File: src/rtl/hzd_pkg.sv
// Shared types for the pipeline hazard controller.
//   fwd_sel_e   : EX operand forwarding mux select
//   hzd_state_e : load-use stall FSM state
//   lu_cnt_t    : remaining load-use bubble counter
package hzd_pkg;

   typedef enum logic [1:0] {
      FWD_RF    = 2'b00,
      FWD_MEMWB = 2'b01,
      FWD_EXMEM = 2'b10
   } fwd_sel_e;

   typedef enum logic {
      RUN      = 1'b0,
      LU_STALL = 1'b1
   } hzd_state_e;

   // Four bits cover the legal LOAD_STALL range of 1..15.
   localparam int LU_CNT_W = 4;
   typedef logic [LU_CNT_W-1:0] lu_cnt_t;

endpackage

File: src/rtl/pipe_hazard_ctrl_if.sv
// Pipeline <-> hazard controller signal bundle.
//   master : the pipeline datapath (drives register/usage info, sees controls)
//   slave  : the hazard controller
// Inputs to the controller: ID/EX/MEM/WB register fields, write enables,
// dmem_busy, branch_taken, cnt_clr.
// Outputs from the controller: PC/IF-ID enables, bubble, flushes, freeze,
// forwarding selects and the two event counters.
interface pipe_hazard_ctrl_if #(
   parameter int RA_W  = 5,
   parameter int CNT_W = 32
);
   logic [RA_W-1:0]  ifid_rs1;
   logic [RA_W-1:0]  ifid_rs2;
   logic             ifid_uses_rs1;
   logic             ifid_uses_rs2;
   logic [RA_W-1:0]  idex_rs1;
   logic [RA_W-1:0]  idex_rs2;
   logic             idex_uses_rs2;
   logic             idex_mem_read;
   logic [RA_W-1:0]  idex_rd;
   logic             exmem_reg_write;
   logic             memwb_reg_write;
   logic [RA_W-1:0]  exmem_rd;
   logic [RA_W-1:0]  memwb_rd;
   logic             dmem_busy;
   logic             branch_taken;
   logic             cnt_clr;

   logic             pc_write;
   logic             ifid_write;
   logic             idex_bubble;
   logic             ifid_flush;
   logic             idex_flush;
   logic             pipe_freeze;
   logic [1:0]       forward_a;
   logic [1:0]       forward_b;
   logic [CNT_W-1:0] stall_cnt;
   logic [CNT_W-1:0] flush_cnt;

   modport master (
      output ifid_rs1, ifid_rs2, ifid_uses_rs1, ifid_uses_rs2,
             idex_rs1, idex_rs2, idex_uses_rs2, idex_mem_read, idex_rd,
             exmem_reg_write, memwb_reg_write, exmem_rd, memwb_rd,
             dmem_busy, branch_taken, cnt_clr,
      input  pc_write, ifid_write, idex_bubble, ifid_flush, idex_flush,
             pipe_freeze, forward_a, forward_b, stall_cnt, flush_cnt
   );

   modport slave (
      input  ifid_rs1, ifid_rs2, ifid_uses_rs1, ifid_uses_rs2,
             idex_rs1, idex_rs2, idex_uses_rs2, idex_mem_read, idex_rd,
             exmem_reg_write, memwb_reg_write, exmem_rd, memwb_rd,
             dmem_busy, branch_taken, cnt_clr,
      output pc_write, ifid_write, idex_bubble, ifid_flush, idex_flush,
             pipe_freeze, forward_a, forward_b, stall_cnt, flush_cnt
   );
endinterface

File: src/rtl/fwd_sel.sv
// Single-operand forwarding comparator.
//   rs, uses           : source register of the EX operand and whether it is read
//   exmem_rd/exmem_we  : destination / write enable in MEM
//   memwb_rd/memwb_we  : destination / write enable in WB
//   sel                : FWD_EXMEM, FWD_MEMWB or FWD_RF
// The younger producer (EX/MEM) wins over MEM/WB; x0 never forwards.
module fwd_sel
   import hzd_pkg::*;
#(
   parameter int RA_W = 5
) (
   input  logic [RA_W-1:0] rs,
   input  logic            uses,
   input  logic [RA_W-1:0] exmem_rd,
   input  logic            exmem_we,
   input  logic [RA_W-1:0] memwb_rd,
   input  logic            memwb_we,
   output fwd_sel_e        sel
);

   always_comb begin
      sel = FWD_RF;
      if (uses) begin
         if (exmem_we && (exmem_rd != '0) && (exmem_rd == rs))
            sel = FWD_EXMEM;
         else if (memwb_we && (memwb_rd != '0) && (memwb_rd == rs))
            sel = FWD_MEMWB;
      end
   end

endmodule

File: src/rtl/pipe_hazard_ctrl.sv
// Unified hazard controller for the RV32I 5-stage pipeline.
//   clk, rst_n : pipeline clock, asynchronous active-low reset
//   hz         : pipe_hazard_ctrl_if.slave bundle
//                in : ID/EX/MEM/WB register fields, dmem_busy, branch_taken, cnt_clr
//                out: pc_write, ifid_write, idex_bubble, ifid/idex_flush,
//                     pipe_freeze, forward_a/b, stall_cnt, flush_cnt
// Control and forwarding outputs are combinational; only the FSM state, the
// load-use bubble counter and the two event counters are registered.
// LOAD_STALL must lie in 1..15.
module pipe_hazard_ctrl
   import hzd_pkg::*;
#(
   parameter int RA_W       = 5,
   parameter int LOAD_STALL = 1,
   parameter int CNT_W      = 32
) (
   input  logic             clk,
   input  logic             rst_n,
   pipe_hazard_ctrl_if.slave hz
);

   localparam int NUM_OPS = 2;

   // ---------------------------------------------------------------- forwarding
   logic [NUM_OPS-1:0][RA_W-1:0] op_rs;
   logic [NUM_OPS-1:0]           op_uses;
   fwd_sel_e                     op_sel [NUM_OPS];

   // Operand A (rs1) is read by every instruction that reaches the EX mux.
   assign op_rs   = {hz.idex_rs2, hz.idex_rs1};
   assign op_uses = {hz.idex_uses_rs2, 1'b1};

   for (genvar g = 0; g < NUM_OPS; g++) begin : g_op
      fwd_sel #(.RA_W(RA_W)) u_fwd (
         .rs       (op_rs[g]),
         .uses     (op_uses[g]),
         .exmem_rd (hz.exmem_rd),
         .exmem_we (hz.exmem_reg_write),
         .memwb_rd (hz.memwb_rd),
         .memwb_we (hz.memwb_reg_write),
         .sel      (op_sel[g])
      );
   end

   assign hz.forward_a = op_sel[0];
   assign hz.forward_b = op_sel[1];

   // ---------------------------------------------------------------- load-use
   logic load_use;

   assign load_use = hz.idex_mem_read && (hz.idex_rd != '0) &&
                     ((hz.ifid_uses_rs1 && (hz.idex_rd == hz.ifid_rs1)) ||
                      (hz.ifid_uses_rs2 && (hz.idex_rd == hz.ifid_rs2)));

   // ---------------------------------------------------------------- FSM
   hzd_state_e state_q, state_d;
   lu_cnt_t    lu_cnt_q, lu_cnt_d;

   logic pc_write, ifid_write, idex_bubble, flush, pipe_freeze;

   always_ff @(posedge clk or negedge rst_n) begin
      if (!rst_n) begin
         state_q  <= RUN;
         lu_cnt_q <= '0;
      end else begin
         state_q  <= state_d;
         lu_cnt_q <= lu_cnt_d;
      end
   end

   always_comb begin
      state_d     = state_q;
      lu_cnt_d    = lu_cnt_q;
      pc_write    = 1'b1;
      ifid_write  = 1'b1;
      idex_bubble = 1'b0;
      flush       = 1'b0;
      pipe_freeze = 1'b0;

      if (hz.dmem_busy) begin
         // Whole pipe holds; a branch in EX is resolved again once memory is ready.
         pipe_freeze = 1'b1;
         pc_write    = 1'b0;
         ifid_write  = 1'b0;
      end else if (hz.branch_taken) begin
         // The stalled consumer is on the wrong path, so drop what is left of the stall.
         flush    = 1'b1;
         state_d  = RUN;
         lu_cnt_d = '0;
      end else if (state_q == LU_STALL) begin
         pc_write    = 1'b0;
         ifid_write  = 1'b0;
         idex_bubble = 1'b1;
         if (lu_cnt_q <= lu_cnt_t'(1)) begin
            state_d  = RUN;
            lu_cnt_d = '0;
         end else begin
            lu_cnt_d = lu_cnt_q - lu_cnt_t'(1);
         end
      end else if (load_use) begin
         pc_write    = 1'b0;
         ifid_write  = 1'b0;
         idex_bubble = 1'b1;
         // This cycle is the first bubble; LU_STALL supplies the remainder.
         if (LOAD_STALL > 1) begin
            state_d  = LU_STALL;
            lu_cnt_d = lu_cnt_t'(LOAD_STALL - 1);
         end
      end
   end

   assign hz.pc_write    = pc_write;
   assign hz.ifid_write  = ifid_write;
   assign hz.idex_bubble = idex_bubble;
   assign hz.ifid_flush  = flush;
   assign hz.idex_flush  = flush;
   assign hz.pipe_freeze = pipe_freeze;

   // ---------------------------------------------------------------- counters
   logic [CNT_W-1:0] stall_cnt_q, stall_cnt_d;
   logic [CNT_W-1:0] flush_cnt_q, flush_cnt_d;

   always_comb begin
      stall_cnt_d = stall_cnt_q;
      flush_cnt_d = flush_cnt_q;
      if (hz.cnt_clr) begin
         stall_cnt_d = '0;
         flush_cnt_d = '0;
      end else begin
         if (!pc_write && (stall_cnt_q != '1))
            stall_cnt_d = stall_cnt_q + CNT_W'(1);
         if (flush && (flush_cnt_q != '1))
            flush_cnt_d = flush_cnt_q + CNT_W'(1);
      end
   end

   always_ff @(posedge clk or negedge rst_n) begin
      if (!rst_n) begin
         stall_cnt_q <= '0;
         flush_cnt_q <= '0;
      end else begin
         stall_cnt_q <= stall_cnt_d;
         flush_cnt_q <= flush_cnt_d;
      end
   end

   assign hz.stall_cnt = stall_cnt_q;
   assign hz.flush_cnt = flush_cnt_q;

endmodule

File: src/flat_wrapper.sv
// flat-port wrapper written by rule: the top's interface ports become plain ports
module pipe_hazard_ctrl_flat import hzd_pkg::*;
#(
   parameter int RA_W       = 5,
   parameter int LOAD_STALL = 1,
   parameter int CNT_W      = 32
)
  (clk, rst_n, hz_ifid_rs1, hz_ifid_rs2, hz_ifid_uses_rs1, hz_ifid_uses_rs2, hz_idex_rs1, hz_idex_rs2, hz_idex_uses_rs2, hz_idex_mem_read, hz_idex_rd, hz_exmem_reg_write, hz_memwb_reg_write, hz_exmem_rd, hz_memwb_rd, hz_dmem_busy, hz_branch_taken, hz_cnt_clr, hz_pc_write, hz_ifid_write, hz_idex_bubble, hz_ifid_flush, hz_idex_flush, hz_pipe_freeze, hz_forward_a, hz_forward_b, hz_stall_cnt, hz_flush_cnt);
  pipe_hazard_ctrl_if #(.RA_W(RA_W), .CNT_W(CNT_W)) hz_i ();
  input  logic clk;
  input  logic rst_n;
  input wire logic [$bits(hz_i.ifid_rs1)-1:0] hz_ifid_rs1;
  input wire logic [$bits(hz_i.ifid_rs2)-1:0] hz_ifid_rs2;
  input wire logic [$bits(hz_i.ifid_uses_rs1)-1:0] hz_ifid_uses_rs1;
  input wire logic [$bits(hz_i.ifid_uses_rs2)-1:0] hz_ifid_uses_rs2;
  input wire logic [$bits(hz_i.idex_rs1)-1:0] hz_idex_rs1;
  input wire logic [$bits(hz_i.idex_rs2)-1:0] hz_idex_rs2;
  input wire logic [$bits(hz_i.idex_uses_rs2)-1:0] hz_idex_uses_rs2;
  input wire logic [$bits(hz_i.idex_mem_read)-1:0] hz_idex_mem_read;
  input wire logic [$bits(hz_i.idex_rd)-1:0] hz_idex_rd;
  input wire logic [$bits(hz_i.exmem_reg_write)-1:0] hz_exmem_reg_write;
  input wire logic [$bits(hz_i.memwb_reg_write)-1:0] hz_memwb_reg_write;
  input wire logic [$bits(hz_i.exmem_rd)-1:0] hz_exmem_rd;
  input wire logic [$bits(hz_i.memwb_rd)-1:0] hz_memwb_rd;
  input wire logic [$bits(hz_i.dmem_busy)-1:0] hz_dmem_busy;
  input wire logic [$bits(hz_i.branch_taken)-1:0] hz_branch_taken;
  input wire logic [$bits(hz_i.cnt_clr)-1:0] hz_cnt_clr;
  output wire logic [$bits(hz_i.pc_write)-1:0] hz_pc_write;
  output wire logic [$bits(hz_i.ifid_write)-1:0] hz_ifid_write;
  output wire logic [$bits(hz_i.idex_bubble)-1:0] hz_idex_bubble;
  output wire logic [$bits(hz_i.ifid_flush)-1:0] hz_ifid_flush;
  output wire logic [$bits(hz_i.idex_flush)-1:0] hz_idex_flush;
  output wire logic [$bits(hz_i.pipe_freeze)-1:0] hz_pipe_freeze;
  output wire logic [$bits(hz_i.forward_a)-1:0] hz_forward_a;
  output wire logic [$bits(hz_i.forward_b)-1:0] hz_forward_b;
  output wire logic [$bits(hz_i.stall_cnt)-1:0] hz_stall_cnt;
  output wire logic [$bits(hz_i.flush_cnt)-1:0] hz_flush_cnt;
  assign hz_i.ifid_rs1 = hz_ifid_rs1;
  assign hz_i.ifid_rs2 = hz_ifid_rs2;
  assign hz_i.ifid_uses_rs1 = hz_ifid_uses_rs1;
  assign hz_i.ifid_uses_rs2 = hz_ifid_uses_rs2;
  assign hz_i.idex_rs1 = hz_idex_rs1;
  assign hz_i.idex_rs2 = hz_idex_rs2;
  assign hz_i.idex_uses_rs2 = hz_idex_uses_rs2;
  assign hz_i.idex_mem_read = hz_idex_mem_read;
  assign hz_i.idex_rd = hz_idex_rd;
  assign hz_i.exmem_reg_write = hz_exmem_reg_write;
  assign hz_i.memwb_reg_write = hz_memwb_reg_write;
  assign hz_i.exmem_rd = hz_exmem_rd;
  assign hz_i.memwb_rd = hz_memwb_rd;
  assign hz_i.dmem_busy = hz_dmem_busy;
  assign hz_i.branch_taken = hz_branch_taken;
  assign hz_i.cnt_clr = hz_cnt_clr;
  assign hz_pc_write = hz_i.pc_write;
  assign hz_ifid_write = hz_i.ifid_write;
  assign hz_idex_bubble = hz_i.idex_bubble;
  assign hz_ifid_flush = hz_i.ifid_flush;
  assign hz_idex_flush = hz_i.idex_flush;
  assign hz_pipe_freeze = hz_i.pipe_freeze;
  assign hz_forward_a = hz_i.forward_a;
  assign hz_forward_b = hz_i.forward_b;
  assign hz_stall_cnt = hz_i.stall_cnt;
  assign hz_flush_cnt = hz_i.flush_cnt;
  pipe_hazard_ctrl #(.RA_W(RA_W), .LOAD_STALL(LOAD_STALL), .CNT_W(CNT_W)) u_core (.clk(clk), .rst_n(rst_n), .hz(hz_i));
endmodule
File: config.mk
export PLATFORM = sky130hd
export DESIGN_NAME = pipe_hazard_ctrl_flat
export DESIGN_NICKNAME = d
export VERILOG_FILES = /design/src/rtl/hzd_pkg.sv /design/src/rtl/pipe_hazard_ctrl_if.sv /design/src/rtl/fwd_sel.sv /design/src/rtl/pipe_hazard_ctrl.sv /design/src/flat_wrapper.sv
export SDC_FILE = /design/constraint.sdc
export NUM_CORES = 1
export LEC_CHECK = 0
export CORE_MARGIN = 1.5
export CORE_UTILIZATION = 40
export DETAILED_ROUTE_END_ITERATION = 12
export DONT_BUFFER_PORTS = 1
export SLEW_MARGIN = 0
export SYNTH_ARGS = -nofsm -noshare
export SYNTH_HDL_FRONTEND = slang
export SYNTH_SLANG_ARGS = --single-unit
File: constraint.sdc
create_clock -name clk -period 3 [get_ports clk]
set_input_delay 0 -clock clk [delete_from_list [all_inputs] [get_ports clk]]
set_output_delay 0 -clock clk [all_outputs]
set_load 0.005 [all_outputs]
==> qor.csv <==
metric;value;unit
status;complete, no violations;
synth_area;0.00435;mm2
worstPathBufferInverterCount;1;
wirelength;10600;um
cpMaxStageDelayCell;sky130_fd_sc_hd__or4_1;
holdCritPathClass;input port to primary output;
final.fill_count;1026;
ff2ff_setup_slack;0.27;ns
relSlewSlack;52.9;%
critical-path-top-cell-by-count;sky130_fd_sc_hd__and3_1;
cts_resized;0;
worst_ir_drop_vdd;0.155;mV
synth.top_cells.by_count;69 x sky130_fd_sc_hd__dfrtp_1, 50 x sky130_fd_sc_hd__nor2_1, 31 x sky130_fd_sc_hd__nand4_1;
hold_end;hz_pipe_freeze;
routed-via-count;3657;
cts.clk_slew.worst_paths;0.08;ns
post-synth-top-count-cell;sky130_fd_sc_hd__dfrtp_1;
cts_hold_buffers;5;
end_kind;flip-flop;
worstHoldStart;hz_dmem_busy;
finClkSkew;0.0133;ns
power_density;365;mW/mm2
yosys_most_used_dff;sky130_fd_sc_hd__dfrtp_1;
p_sw_share;25.8;%
number_of_core_rows;37;
syn_inst;486;
floorplan.die.width;107;um
multiInputGateArea;0.00244;mm2
num-nets-final;539;
clkPwrFrac;37.7;%
routedWlPerCell;16.9;um
post-route-min-period;2.73;ns
cts_htree_levels;3;
power.leakage;1.84;nW
maxSlewViolCount;0;
grt_setup_unrepaired;no;
number_of_distinct_library_cells_after_synthesis;47;
design_power_total;1.71;mW
synth_warnings;0;
cts_root_buf;sky130_fd_sc_hd__clkbuf_8;
sequentialPowerShare;55.0;%
synth_to_final_area_change;7.85;%
synth-seq-area-share;39.7;%
share_comb_of_total_power;7.4;%
cts_buffers;9;
tns;0;ns
required_time_at_the_endpoint_of_the_critical_path;3.28;ns
diodes;0;
post_detailed_route_via_to_cell_ratio;5.82;
synth_top_cell_area_share;39.7;%
timing_worst_slew_pin_value;0.706;ns
grt.total_usage;19.0;%
avgSynthCellArea;8.95;um2
starting_drt_drc_count;165;
register_area;0.00173;mm2
timing.reg2reg.worst_path_depth;8;
postSynthNetCount;536;
numClockSinks;69;
fraction_of_registers_with_async_set_or_reset_after_synthesis;100;%
synth_seq_cells;69;
initial_core_util;41.8;%
setup.worst_path.class;flip-flop to flip-flop;
postLayoutSetupSlackWorst;0.270;ns
gpl.final_weighted_congestion;0.823;
cap_viol_max_count;0;
intPower;1.27;mW
place_worst_setup_slack;0.282;ns
rr_startpoint;u_core.hz.stall_cnt[0]$_DFFE_PN0P_;
cts.path.max_buffers;2;
drt_drc_violations_left;0;
timing.rr.end;u_core.hz.stall_cnt[16]$_DFFE_PN0P_;
final.period_utilization;91.0;%
path_delay_family;simple AND/OR/NAND/NOR gates;
dp_hpwl;7250;um
global_route.overflow_total;0;
cts_tree;built;
port_buffers;0;
boundaryPins;120;
critical_path.cell_chain;ha_1, and4_1, and3_1, and2_4, and3_1, buf_4, or4_1, a21oi_1;
clk-insertion-delay-late;0.34;ns
post_synth_main_area_contributors;sky130_fd_sc_hd__dfrtp_1 40%, sky130_fd_sc_hd__xnor2_1 5.8%, sky130_fd_sc_hd__xor2_1 4.8%;
critPathMaxFanout;20;
grt_first_pass_wirelength;17700;um
floorplan.die_area;0.0115;mm2
drive_above_1_share;8.54;%
hold_viol;0;
placeableCoreArea;0.0104;mm2
largest_net_degree_at_the_start_of_global_routing;77;
power.net_switching;0.442;mW
drt_pass1_iterations;5;
arrival;3.01;ns
cpPeakStageDelay;0.49;ns
number_of_enable_flip_flop_cells_after_synthesis;0;
cts_setup_buffers;0;
cells_on_worst_hold_path;0;
number_of_global_route_vias_before_repair;3643;
yosys.area.top_type;sky130_fd_sc_hd__dfrtp_1;
max_freq;366;MHz
antenna_nets_post_route;0;
initial_antenna_violation_count;0;
finalSetupViolCount;0;
worst_setup_path_start_kind;flip-flop;
die_y;107;um
[through the flow]
step	cells	instance area [um2]	hold WS, ns	util [%]
finish	628	4690	0.0000593	45.0
global route	628	4690	0.000153	45.0
CTS	628	4690	0.000103	45.0
detailed placement	609	4450	-0.292	42.8
global placement	609	4450	-0.292	42.8
floorplan	486	4350	-0.296	-
[worst register-to-register path, cell delays in order, from the launching register on]
cell and delay, ns:
sky130_fd_sc_hd__dfrtp_1 0.47, sky130_fd_sc_hd__ha_1 0.26, sky130_fd_sc_hd__and4_1 0.22, sky130_fd_sc_hd__and3_1 0.21
sky130_fd_sc_hd__and2_4 0.18, sky130_fd_sc_hd__and3_1 0.39, sky130_fd_sc_hd__buf_4 0.28, sky130_fd_sc_hd__or4_1 0.49
sky130_fd_sc_hd__a21oi_1 0.16
[state kept, by name (all words and copies together), names as in the netlist]
| register | flops |
|---|---|
| u_core.hz.flush_cnt | 32 |
| u_core.hz.stall_cnt | 32 |
| u_core.lu_cnt_q | 4 |
| u_core.state_q | 1 |
[power groups by stage]
stage | registers, mW | clock network, mW | logic (mW)
3_5_place_dp | 0.959 | 0 | 0.0804
2_1_floorplan | 0.957 | 0 | 0.0893
3_3_place_gp | 0.959 | 0 | 0.0778
4_1_cts | 0.941 | 0.677 | 0.129
5_1_grt | 0.942 | 0.709 | 0.143
6_report | 0.941 | 0.645 | 0.126
[area by class of cell]
type                       instances  share of cell area (%)
clock buffer                       9                    2.64
clock inverter                     5                   0.640
inverter                          11                   0.880
multi-input combinational        383                    52.0
sequential                        69                    36.8
tap                              136                    3.63
timing repair buffer              15                    3.41
[layer usage]
layer / global-route usage, % / routed length [um] / vias to the layer above
li1: - / - / 1763
met2: 30.5 / 5120 / 83
met4: 5.52 / 72 / 0
met3: 6.17 / 694 / 9
met1: 24.3 / 4720 / 1802
met5: 0 / 0 / -
[cells by family (layout without fill, tap and decap cells)]
logic type	count (synthesis)	count (layout)	share of synthesized area [%]
adder cells (fa/ha/maj)	4	4	1.15
buffers and inverters	34	40	4.23
AO/OA/AOI/OAI	77	77	10.6
XOR/XNOR	53	53	10.7
flip-flops	69	69	39.7
AND/OR/NAND/NOR	238	238	30.5
multiplexers	11	11	3.25
[cell usage in the layout, fill, tap and decap left out, drive strengths merged, types with 7 or more instances in the layout]
cell type	instances
o21ai	25
nand2	26
nand4	32
nor4	13
dfrtp	69
nor3	13
buf	12
and3	12
o31ai	10
a21oi	30
or4	12
clkbuf	9
nand3	29
nor2	50
inv	11
mux2	10
xor2	24
and4	7
xnor2	29
nor2b	12
or3	20
[how the worst max path moves through the flow]
| stage | from | to | slack, ns | cells after the start |
|---|---|---|---|---|
| after floorplan | u_core.hz.stall_cnt[0]$_DFFE_PN0P_ | u_core.hz.stall_cnt[23]$_DFFE_PN0P_ | 0.48 | 10 |
| after global placement | u_core.hz.stall_cnt[0]$_DFFE_PN0P_ | u_core.hz.stall_cnt[16]$_DFFE_PN0P_ | 0.37 | 8 |
| after detailed placement | u_core.hz.stall_cnt[0]$_DFFE_PN0P_ | u_core.hz.stall_cnt[16]$_DFFE_PN0P_ | 0.28 | 8 |
| after CTS | u_core.hz.stall_cnt[0]$_DFFE_PN0P_ | u_core.hz.stall_cnt[16]$_DFFE_PN0P_ | 0.27 | 8 |
| after global routing | u_core.hz.stall_cnt[0]$_DFFE_PN0P_ | u_core.hz.stall_cnt[10]$_DFFE_PN0P_ | 0.12 | 8 |
| final | u_core.hz.stall_cnt[0]$_DFFE_PN0P_ | u_core.hz.stall_cnt[16]$_DFFE_PN0P_ | 0.27 | 8 |
Note: power is estimated with default switching activity, not from simulation.
